## src/rtl/menu_controller_pkg.sv

```systemverilog
// Shared constants for the menu controller: screen encoding, option indices and default sizing.
package menu_controller_pkg;

  typedef enum logic [1:0] {
    MENU     = 2'b00,
    PLAY     = 2'b01,
    GAMEOVER = 2'b10
  } screenState_t;

  localparam logic [1:0] OPT_PLAY_1P    = 2'd0;
  localparam logic [1:0] OPT_PLAY_2P    = 2'd1;
  localparam logic [1:0] OPT_HIGH_SCORE = 2'd2;

  localparam int DEFAULT_NUM_OPTIONS  = 3;
  localparam int DEFAULT_BLINK_FRAMES = 30;
  localparam int DEFAULT_HOLD_FRAMES  = 180;
  localparam int DEBOUNCE_TICKS       = 4;

endpackage

```

## src/rtl/menu_controller_btn_debounce.sv

```systemverilog
// Single-button debouncer counted in frame ticks; only built when MENU_DEBOUNCE_EN is defined.
`ifdef MENU_DEBOUNCE_EN
module btn_debounce
  import menu_controller_pkg::*;
(
  input  logic clock,
  input  logic resetn,
  input  logic frameTick,
  input  logic btnRaw,
  output logic btnStable
);

  logic [2:0] stableCnt;

  // A new level is accepted only after it has differed from the current one for DEBOUNCE_TICKS frames in a row
  always_ff @(posedge clock or negedge resetn) begin
    if (!resetn) begin
      btnStable <= 1'b0;
      stableCnt <= '0;
    end else if (btnRaw == btnStable) begin
      stableCnt <= '0;
    end else if (frameTick) begin
      if (stableCnt == 3'(DEBOUNCE_TICKS - 1)) begin
        btnStable <= btnRaw;
        stableCnt <= '0;
      end else begin
        stableCnt <= stableCnt + 3'd1;
      end
    end
  end

endmodule
`endif

```

## src/rtl/menu_controller.sv

```systemverilog
// Title/game-over screen sequencer with option selection, highlight blink and high-score tracking.
// Define MENU_DEBOUNCE_EN to route each button through a frame-tick debouncer.
module menu_controller
  import menu_controller_pkg::*;
#(
  parameter int NUM_OPTIONS  = DEFAULT_NUM_OPTIONS,
  parameter int BLINK_FRAMES = DEFAULT_BLINK_FRAMES,
  parameter int HOLD_FRAMES  = DEFAULT_HOLD_FRAMES
)(
  input  logic        clock,
  input  logic        resetn,
  input  logic        frame_tick,
  input  logic        btn_up,
  input  logic        btn_down,
  input  logic        btn_select,
  input  logic        game_over,
  input  logic [31:0] score,
  output logic [1:0]  screen,
  output logic [1:0]  option_sel,
  output logic        highlight_on,
  output logic        start_1p,
  output logic        start_2p,
  output logic [31:0] high_score
);

  localparam int BLINK_W = $clog2(BLINK_FRAMES + 1);
  localparam int HOLD_W  = $clog2(HOLD_FRAMES + 1);

  screenState_t state, stateNext;
  logic [1:0]   optionNext;
  logic         start1pNext, start2pNext;
  logic         upLvl, downLvl, selLvl;
  logic         upPrev, downPrev, selPrev;
  logic         upEdge, downEdge, selEdge;
  logic [BLINK_W-1:0] blinkCnt;
  logic [HOLD_W-1:0]  holdCnt;

`ifdef MENU_DEBOUNCE_EN
  btn_debounce upDeb   (.clock(clock), .resetn(resetn), .frameTick(frame_tick), .btnRaw(btn_up),     .btnStable(upLvl));
  btn_debounce downDeb (.clock(clock), .resetn(resetn), .frameTick(frame_tick), .btnRaw(btn_down),   .btnStable(downLvl));
  btn_debounce selDeb  (.clock(clock), .resetn(resetn), .frameTick(frame_tick), .btnRaw(btn_select), .btnStable(selLvl));
`else
  assign upLvl   = btn_up;
  assign downLvl = btn_down;
  assign selLvl  = btn_select;
`endif

  assign upEdge   = upLvl & ~upPrev;
  assign downEdge = downLvl & ~downPrev;
  assign selEdge  = selLvl & ~selPrev;
  assign screen   = state;

  always_ff @(posedge clock or negedge resetn) begin
    if (!resetn) begin
      upPrev   <= 1'b0;
      downPrev <= 1'b0;
      selPrev  <= 1'b0;
    end else begin
      upPrev   <= upLvl;
      downPrev <= downLvl;
      selPrev  <= selLvl;
    end
  end

  // Select beats up/down; opposing up and down edges cancel each other
  always_comb begin
    stateNext   = state;
    optionNext  = option_sel;
    start1pNext = 1'b0;
    start2pNext = 1'b0;
    case (state)
      MENU: begin
        if (selEdge) begin
          if (option_sel == OPT_PLAY_1P) begin
            stateNext   = PLAY;
            start1pNext = 1'b1;
          end else if (option_sel == OPT_PLAY_2P) begin
            stateNext   = PLAY;
            start2pNext = 1'b1;
          end
        end else if (upEdge && !downEdge) begin
          optionNext = (option_sel == 2'd0) ? 2'(NUM_OPTIONS - 1) : option_sel - 2'd1;
        end else if (downEdge && !upEdge) begin
          optionNext = (option_sel == 2'(NUM_OPTIONS - 1)) ? 2'd0 : option_sel + 2'd1;
        end
      end
      PLAY: begin
        if (game_over) stateNext = GAMEOVER;
      end
      GAMEOVER: begin
        if (selEdge || (frame_tick && holdCnt == HOLD_W'(HOLD_FRAMES - 1))) begin
          stateNext  = MENU;
          optionNext = OPT_PLAY_1P;
        end
      end
      default: stateNext = MENU;
    endcase
  end

  always_ff @(posedge clock or negedge resetn) begin
    if (!resetn) begin
      state      <= MENU;
      option_sel <= OPT_PLAY_1P;
      start_1p   <= 1'b0;
      start_2p   <= 1'b0;
    end else begin
      state      <= stateNext;
      option_sel <= optionNext;
      start_1p   <= start1pNext;
      start_2p   <= start2pNext;
    end
  end

  always_ff @(posedge clock or negedge resetn) begin
    if (!resetn) begin
      high_score <= '0;
    end else if (state == PLAY && game_over && score > high_score) begin
      high_score <= score;
    end
  end

  // Counters sit cleared outside their own screen so each visit starts fresh
  always_ff @(posedge clock or negedge resetn) begin
    if (!resetn) begin
      holdCnt <= '0;
    end else if (state != GAMEOVER) begin
      holdCnt <= '0;
    end else if (frame_tick) begin
      holdCnt <= holdCnt + HOLD_W'(1);
    end
  end

  always_ff @(posedge clock or negedge resetn) begin
    if (!resetn) begin
      blinkCnt     <= '0;
      highlight_on <= 1'b1;
    end else if (state != MENU) begin
      blinkCnt     <= '0;
      highlight_on <= 1'b1;
    end else if (frame_tick) begin
      if (blinkCnt == BLINK_W'(BLINK_FRAMES - 1)) begin
        blinkCnt     <= '0;
        highlight_on <= ~highlight_on;
      end else begin
        blinkCnt <= blinkCnt + BLINK_W'(1);
      end
    end
  end

endmodule
```

## config.mk

```make
export PLATFORM = sky130hd
export DESIGN_NAME = menu_controller
export DESIGN_NICKNAME = d
export VERILOG_FILES = /design/src/rtl/menu_controller_pkg.sv /design/src/rtl/menu_controller_btn_debounce.sv /design/src/rtl/menu_controller.sv
export SDC_FILE = /design/constraint.sdc
export NUM_CORES = 1
export LEC_CHECK = 0
export CAP_MARGIN = 20
export CORE_UTILIZATION = 40
export CTS_CLUSTER_SIZE = 16
export DETAILED_ROUTE_END_ITERATION = 10
export PLACE_DENSITY_LB_ADDON = 0.1
export SYNTH_ARGS = -nofsm -noshare
export SYNTH_HDL_FRONTEND = slang
export SYNTH_SLANG_ARGS = --single-unit
```

## constraint.sdc

```tcl
create_clock -name clock -period 2.55 [get_ports clock]
set_clock_uncertainty 0.2 [all_clocks]
set_input_delay 0.51 -clock clock [delete_from_list [all_inputs] [get_ports clock]]
set_output_delay 0.51 -clock clock [all_outputs]
set_load 0.005 [all_outputs]
```

# Word-level counts from Yosys, hierarchy flattened
# Index checks and enable logic that the tools add are counted.
# classes
reduce_logical	18
n_mux	27
n_bitwise	7
order_cmp	1
eq_ne	13
n_addsub	4
# op_table
operator	n
greater-than comparator 32 bit	1
2-to-1 mux 2 bit	10
2-to-1 mux 8 bit	2
2-to-1 mux 5 bit	3
2-to-1 mux 1 bit	10
!= test 2 bit (second input constant)	5
nonzero test 2 bit	5
adder 8 x 1 -> 8 bit (second input constant)	1
equality test 8 bit (second input constant)	1
AND reduction 4 bit	2
!= test 3 bit (second input constant)	2
case mux 2 bit (3 select lines)	1
adder 5 x 1 -> 5 bit (second input constant)	1
equality test 5 bit (second input constant)	1
logical AND 1 bit	5
equality test 2 x 1 -> 1 bit (second input constant)	2
equality test 2 bit (second input constant)	2
logical NOT 2 bit	2
NOT 1 bit	4
case mux 2 bit (2 select lines)	1
AND 1 bit	3
adder 2 x 1 -> 2 bit (second input constant)	1
logical NOT 1 bit	2
AND reduction 2 bit	1
other kinds (2)	2
# word_totals
input_bits	39
register_bits	55
out_inout_bits	39

# Logic depth before layout (Yosys ltp)
# Gate-level depths: netlist (run 1).
# depth
word_depth	8
depth_mapped	9
depth_no_buf	8

# Worst setup path after synthesis (run 1)
# OpenSTA, ideal clock, no wires.
# synth_path
path_type	input-to-reg
from	in score[7]
to	reg high_score[10]
arrival_ns	2.360
path_slack_ns	-0.134
stages	8
path_cell_list	ha_1 -> a21oi_1 -> o21a_1 -> o221ai_1 -> a2111o_1 -> a31oi_4 -> buf_6 -> mux2_2
# synth_between
elab_chain_cells	2
# synth_rtl
element	line_no	rtl
from (decl)	menu_controller.sv:17	input logic [31:0] score,
greater-than comparator 32 bit	menu_controller.sv:117	end else if (state == PLAY && game_over && score > high_score) begin
logical AND 1 bit	menu_controller.sv:117	
to (signal assigned)	menu_controller.sv:118	high_score <= score;
to (decl)	menu_controller.sv:23	output logic [31:0] high_score
# No other way between the ends.
# A chain may end at the register's enable or synchronous reset.

# Worst setup path after layout (run 1)
# layout_path
from	in score[12]
to	reg high_score[19]
# Same word-level chain as after synthesis.

==> impl_metrics.json, run 1 <==
{
  "status": "finished with violations",
  "violations": "setup timing",
  "ys_warn_count": 0,
  "routabilityCongestion": 0.7725,
  "grtUsageTotal_pct": 18.26,
  "ys.flop_type": "dfrtp_1",
  "path_max_fanout": 5,
  "cts_buffers": 5,
  "endpoint_kind": "register",
  "crit_slowest_cell": "mux2_4",
  "layout_setup_ws_ns": -0.07457,
  "worstReg2RegStart": "high_score[9]",
  "grt_setup_unrepaired": "yes",
  "worst_pin_slew_ns": 0.4860,
  "netlist_area_um2": 3157,
  "root_buffer": "clkbuf_8",
  "min_path_type": "reg2reg",
  "synth_cells": 291,
  "ir_drop_mv": 0.3768,
  "ctsLongestPathBuffers": 2,
  "grt_pass1_wl_mm": 12.11,
  "worstPathCellList": "dlygate4sd2_1 -> ha_1 -> nand4_1 -> nor4_2 -> buf_4 -> a21o_1 -> a21oi_2 -> a31oi_4 -> buf_6 -> buf_12 -> mux2_4",
  "overflow": 0,
  "clk_pin_slew_ns": 0.10,
  "p_leak_nw": 2.231,
  "drc": 0,
  "layout.nets": 491,
  "maxCapViolCount": 0,
  "die_h_um": 90.84,
  "ioPinCount": 78,
  "dpl-instance-area_um2": 4427,
  "via_per_inst": 4.973,
  "h-tree-depth": 2,
  "num_rows": 32,
  "hp-start": "blinkCnt[4]",
  "initial_core_util_pct": 41.06,
  "max_stage_delay_ns": 0.30,
  "die_area_um2": 8251,
  "dp.cells": 497,
  "port_buffers": 77,
  "ys_seq_area_share_pct": 43.64,
  "ys_ff_latch": 55,
  "period_minus_slack_ns": 2.625,
  "slew_viol_final": 0,
  "cts.sinks": 55,
  "clk_latency_ns": 0.31,
  "finalCoreUtilization_pct": 62.00,
  "critPathLaunch": "score[12]",
  "num_vias": 2561,
  "start_kind": "input pin",
  "crit_required_ns": 2.55,
  "timing.fmax_mhz": 381.0,
  "grt_max_degree": 38,
  "syn2layout_area_growth_pct": 50.97,
  "synth_nets": 370,
  "synth.distinct_cells": 43,
  "arrival_ns": 2.63,
  "syn_area_per_cell_um2": 10.85,
  "ant_nets": 0,
  "layout_worst_path_cycle_share_pct": 102.9,
  "grt_pass1_vias": 2616,
  "synth_edf_count": 0,
  "hold_viol": 0,
  "fp.coreArea_um2": 7687,
  "die_w_um": 90.84,
  "crit_type": "in2reg",
  "post_drt_wl_per_cell_um": 13.54,
  "holdWs_ns": 0.2841,
  "cts_tree": "built",
  "antenna_cells": 0,
  "drive_gt1_share_pct": 28.81,
  "first_iter_violations": 49,
  "async_flop_share_pct": 100.0,
  "final_cell_count_no_fill": 515,
  "antenna_found_initial": 0,
  "first_pass_iters": 4,
  "finish.instance_area_um2": 4766,
  "routed_wl_mm": 6.975,
  "p_per_area_nw_per_um2": 961.0,
  "relSlewSlack_pct": 67.60,
  "final-setup-viol-count": 24,
  "hpwl_mm": 5.053
}
## where the power goes
group	total [mW]	internal [mW]	leakage (nW)	switching, mW
clock network	0.539	0.248	0.0505	0.291
logic	2.64	1.63	1.49	1.01
registers	1.40	1.18	0.692	0.222
total	4.58	3.06	2.23	1.52
## worst max-delay path, delay by kind of cell
family	cells	cell delay [ns]
buf+inv	4	0.69
simple gates	2	0.45
compound gates	3	0.38
mux	1	0.30
fa+ha+maj	1	0.29
## synthesized netlist by cell type (all sizes together) (3+ instances only)
library cell   n  area (µm²)
and3           3       18.77
xor2           4       35.03
clkbuf         3       11.26
nor2b          5       31.28
a21oi         17       85.08
ha            40       500.5
nand4         11       68.82
nor3           4       20.02
inv           38       142.6
nor2          12       45.04
o21ai         14       70.07
mux2          32       360.3
nand2         11       41.29
nand3          7       35.03
buf            4       37.53
dfrtp         54        1351
## registers in the layout (all words and copies together), names as in the netlist
name          count
blinkCnt          5
downPrev          1
high_score       32
highlight_on      1
holdCnt           8
option_sel        2
screen            2
selPrev           1
start_1p          1
start_2p          1
upPrev            1
## stage by stage
stage          TNS [ns]  total power, mW  worst slack (ns)
2_1_floorplan         0            2.554         0.0004310
3_3_place_gp     -20.96            3.730           -0.6757
3_5_place_dp     -21.53            3.776           -0.7071
4_1_cts          -3.856            4.558           -0.1781
5_1_grt          -4.701            4.980           -0.1813
6_report         -1.099            4.580          -0.07457
## cell usage in the layout (no fill, tap or decap), types with 7 or more instances in the layout
cell	count
a21oi_1	13
buf_4	37
clkbuf_8	7
clkdlybuf4s15_1	8
clkdlybuf4s50_1	44
dfrtp_1	54
dlygate4sd2_1	23
ha_1	25
ha_4	14
inv_1	34
mux2_2	15
mux2_4	17
nand2_1	11
nand3_1	7
nand4_1	11
nor2_1	12
o21ai_0	13
## routing by layer
metal / global-route usage, % / vias to the layer above / wire, µm / part of all wire, %
met5: 0 / - / 0 / 0
met4: 4.762 / 0 / 74 / 1.1
met3: 3.030 / 6 / 228 / 3.3
met1: 23.47 / 1244 / 3192 / 46
met2: 31.76 / 44 / 3479 / 50
li1: - / 1267 / - / -
## layout make-up
cell class	instances	area, µm²
fillers	659	2922
clock inverters	1	7.507
flip-flops and latches	55	1378
multi-input cells	191	1889
well taps	102	127.6
repair buffers	121	1125
inverters	38	142.6
clock buffers	7	96.34
## logic make-up (layout without fill, tap and decap cells)
family / Yosys count / in the layout / share of synthesized area [%]
XOR/XNOR: 6 / 6 / 1.665
AO/OA/AOI/OAI: 47 / 47 / 9.513
AND/OR/NAND/NOR: 64 / 64 / 11.22
adder cells (fa/ha/maj): 40 / 40 / 15.85
flip-flops: 55 / 55 / 43.64
buffers and inverters: 45 / 167 / 6.064
multiplexers: 34 / 34 / 12.05
## timing repair
item	4_1_cts	5_1_grt
gates resized for setup	63	16
pin swaps	33	12
setup endpoints to repair	32	32
setup buffers	7	3
hold buffers	1	0
cloned	2	0
endpoints found under the hold margin	18	0
## worst paths after layout
check	depth (start not counted)	to	slack, ns
worst max-delay path	11	high_score[19]	-0.07
worst min-delay path	1	blinkCnt[4]	0.28
worst max register to register	9	high_score[19]	-0.07
worst min register to register	1	blinkCnt[4]	0.28
max in group asynchronous	3	highlight_on	1.04
min in group asynchronous	2	high_score[7]	0.48
(Power assumes the default switching activity.)
==> run 2: changes to the inputs <==
--- a/config.mk
+++ b/config.mk
@@ -9,6 +9,7 @@
 export CORE_UTILIZATION = 40
 export CTS_CLUSTER_SIZE = 16
 export DETAILED_ROUTE_END_ITERATION = 10
+export DONT_BUFFER_PORTS = 1
 export PLACE_DENSITY_LB_ADDON = 0.1
 export SYNTH_ARGS = -nofsm -noshare
 export SYNTH_HDL_FRONTEND = slang
==> run 2 against run 1 <==
  * The run still ends with setup timing left
  * Critical path depth shrank 1
  * Critical path type is now reg2reg
  * Cell area shrank 14%
  * Hold slack lost 0.26 ns
  * First-iteration DRC count grew 31%
==> impl_metrics.json, run 2 (synthesized netlist as in run 1, its figures left out) <==
{
  "die_area_um2": 8251,
  "layout_setup_ws_ns": -0.08935,
  "start_kind": "register",
  "post_drt_wl_per_cell_um": 15.26,
  "die_h_um": 90.84,
  "fillers": 703,
  "num_vias": 2301,
  "clk_latency_ns": 0.30,
  "root_buffer": "clkbuf_8",
  "ir_drop_mv": 0.3569,
  "routabilityCongestion": 0.7145,
  "overflow": 0,
  "worst_pin_slew_ns": 0.4694,
  "die_w_um": 90.84,
  "arrival_ns": 2.64,
  "grt_util_met3_pct": 4.798,
  "routed_wl_mm": 6.790,
  "layout_worst_path_cycle_share_pct": 103.5,
  "final-setup-viol-count": 24,
  "crit_required_ns": 2.55,
  "grt_pass1_wl_mm": 10.77,
  "grtUsageTotal_pct": 16.32,
  "port_buffers": 0,
  "path_max_fanout": 6,
  "setup_tns_ns": -1.360,
  "holdWs_ns": 0.02067,
  "largest_reg_flops": 32,
  "min_path_type": "in2reg",
  "antenna_found_initial": 0,
  "p_per_area_nw_per_um2": 988.5,
  "cts_tree": "built",
  "crit_type": "reg2reg",
  "grt_pass1_vias": 2320,
  "met1_usage_pct": 20.29,
  "final_cell_count_no_fill": 445,
  "fp.coreArea_um2": 7687,
  "h-tree-depth": 2,
  "num_rows": 32,
  "dp.cells": 427,
  "first_pass_iters": 4,
  "syn2layout_area_growth_pct": 30.20,
  "ctsLongestPathBuffers": 2,
  "status": "finished with violations",
  "finalCoreUtilization_pct": 53.47,
  "top_regs": "high_score: 32 flops, holdCnt: 8 flops, blinkCnt: 5 flops",
  "cts.sinks": 55,
  "hold_viol": 0,
  "period_minus_slack_ns": 2.639,
  "antenna_cells": 0,
  "drive_gt1_share_pct": 34.11,
  "timing.fmax_mhz": 378.9,
  "p_leak_nw": 1.996,
  "ant_nets": 0,
  "first_iter_violations": 64,
  "grt_setup_unrepaired": "yes",
  "top_usage_layer": "met2",
  "ioPinCount": 78,
  "maxCapViolCount": 0,
  "violations": "setup timing",
  "drc": 0,
  "via_per_inst": 5.171,
  "initial_core_util_pct": 41.06,
  "grt_max_degree": 56,
  "relSlewSlack_pct": 68.46,
  "largest-register": "high_score",
  "layout.nets": 421,
  "endpoint_kind": "register",
  "p_total_mw": 4.063,
  "final_cell_mix": "dfrtp_1 (54), buf_4 (42), inv_1 (34), mux2_4 (28), ha_1 (27)",
  "slew_viol_final": 0,
  "clk_pin_slew_ns": 0.10,
  "grt_use_met2_pct": 27.78,
  "hpwl_mm": 4.703,
  "final_common_cell": "dfrtp_1",
  "cts_buffers": 5
}
==> run 2: changes by cell type in the layout (fill, tap and decap cells not counted), moves of 5 or more <==
cell / before / now
mux2_2: 15 / 4
clkdlybuf4s50_1: 44 / 0
clkdlybuf4s15_1: 8 / 0
mux2_4: 17 / 28
dlygate4sd2_1: 23 / 0
buf_4: 37 / 42
==> run 2: cell type report <==
cell class	instances	area [µm²]	area share, %
Timing Repair Buffer	51	484.2	11.78
Inverter	38	142.6	3.470
Tap cell	102	127.6	3.105
Sequential cell	55	1378	33.52
Clock inverter	1	5.005	0.1218
Clock buffer	7	76.32	1.857
Multi-Input combinational cell	191	1897	46.15
==> run 2: final timing paths <==
path                          startpoint        endpoint  slack, ns  cells past startpoint
setup / recovery           high_score[1]  high_score[27]      -0.09                     10
min in group asynchronous         resetn   high_score[7]       0.52                      2
hold reg to reg              blinkCnt[4]     blinkCnt[4]       0.28                      1
hold / removal                btn_select         selPrev       0.02                      0
max in group asynchronous         resetn    highlight_on       1.33                      2
setup reg to reg           high_score[1]  high_score[27]      -0.09                     10
==> run 2: timing repair <==
action	CTS	global route
setup buffers	2	3
endpoints found under the setup margin	32	32
gates cloned	1	2
resized for setup	16	22
pin swaps	3	12
endpoints found under the hold margin	55	0
hold buffers	2	0
==> run 2: power by group <==
| part | internal [mW] | leakage (nW) | switching (mW) |
|---|---|---|---|
| Combinational | 1.26 | 1.26 | 0.937 |
| Clock | 0.194 | 0.0422 | 0.282 |
| Sequential | 1.18 | 0.692 | 0.208 |
| Total | 2.64 | 2.00 | 1.43 |
==> run 2: critical path, stage by stage, from the launching register on <==
cell       delay (ns)
dfrtp_1          0.40
inv_2            0.07
ha_4             0.20
nor2b_1          0.12
o211ai_1         0.16
a2111oi_0        0.11
a2111o_1         0.40
a31oi_4          0.25
buf_6            0.15
clkbuf_16        0.15
mux2_2           0.32
==> run 2: per-stage QoR <==
step	instance area [µm²]	worst slack, ns
3_3_place_gp	3689	-0.2084
6_report	4110	-0.08935
3_5_place_dp	3689	-0.1989
4_1_cts	3913	-0.08804
2_1_floorplan	3289	0.0004310
5_1_grt	4110	-0.1640
==> run 2: per-layer routing <==
layer  wire length [µm]  part of all wire (%)
met5                  0                     0
met4                 53                  0.78
met3                379                   5.6
met2               3244                    48
met1               3113                    46
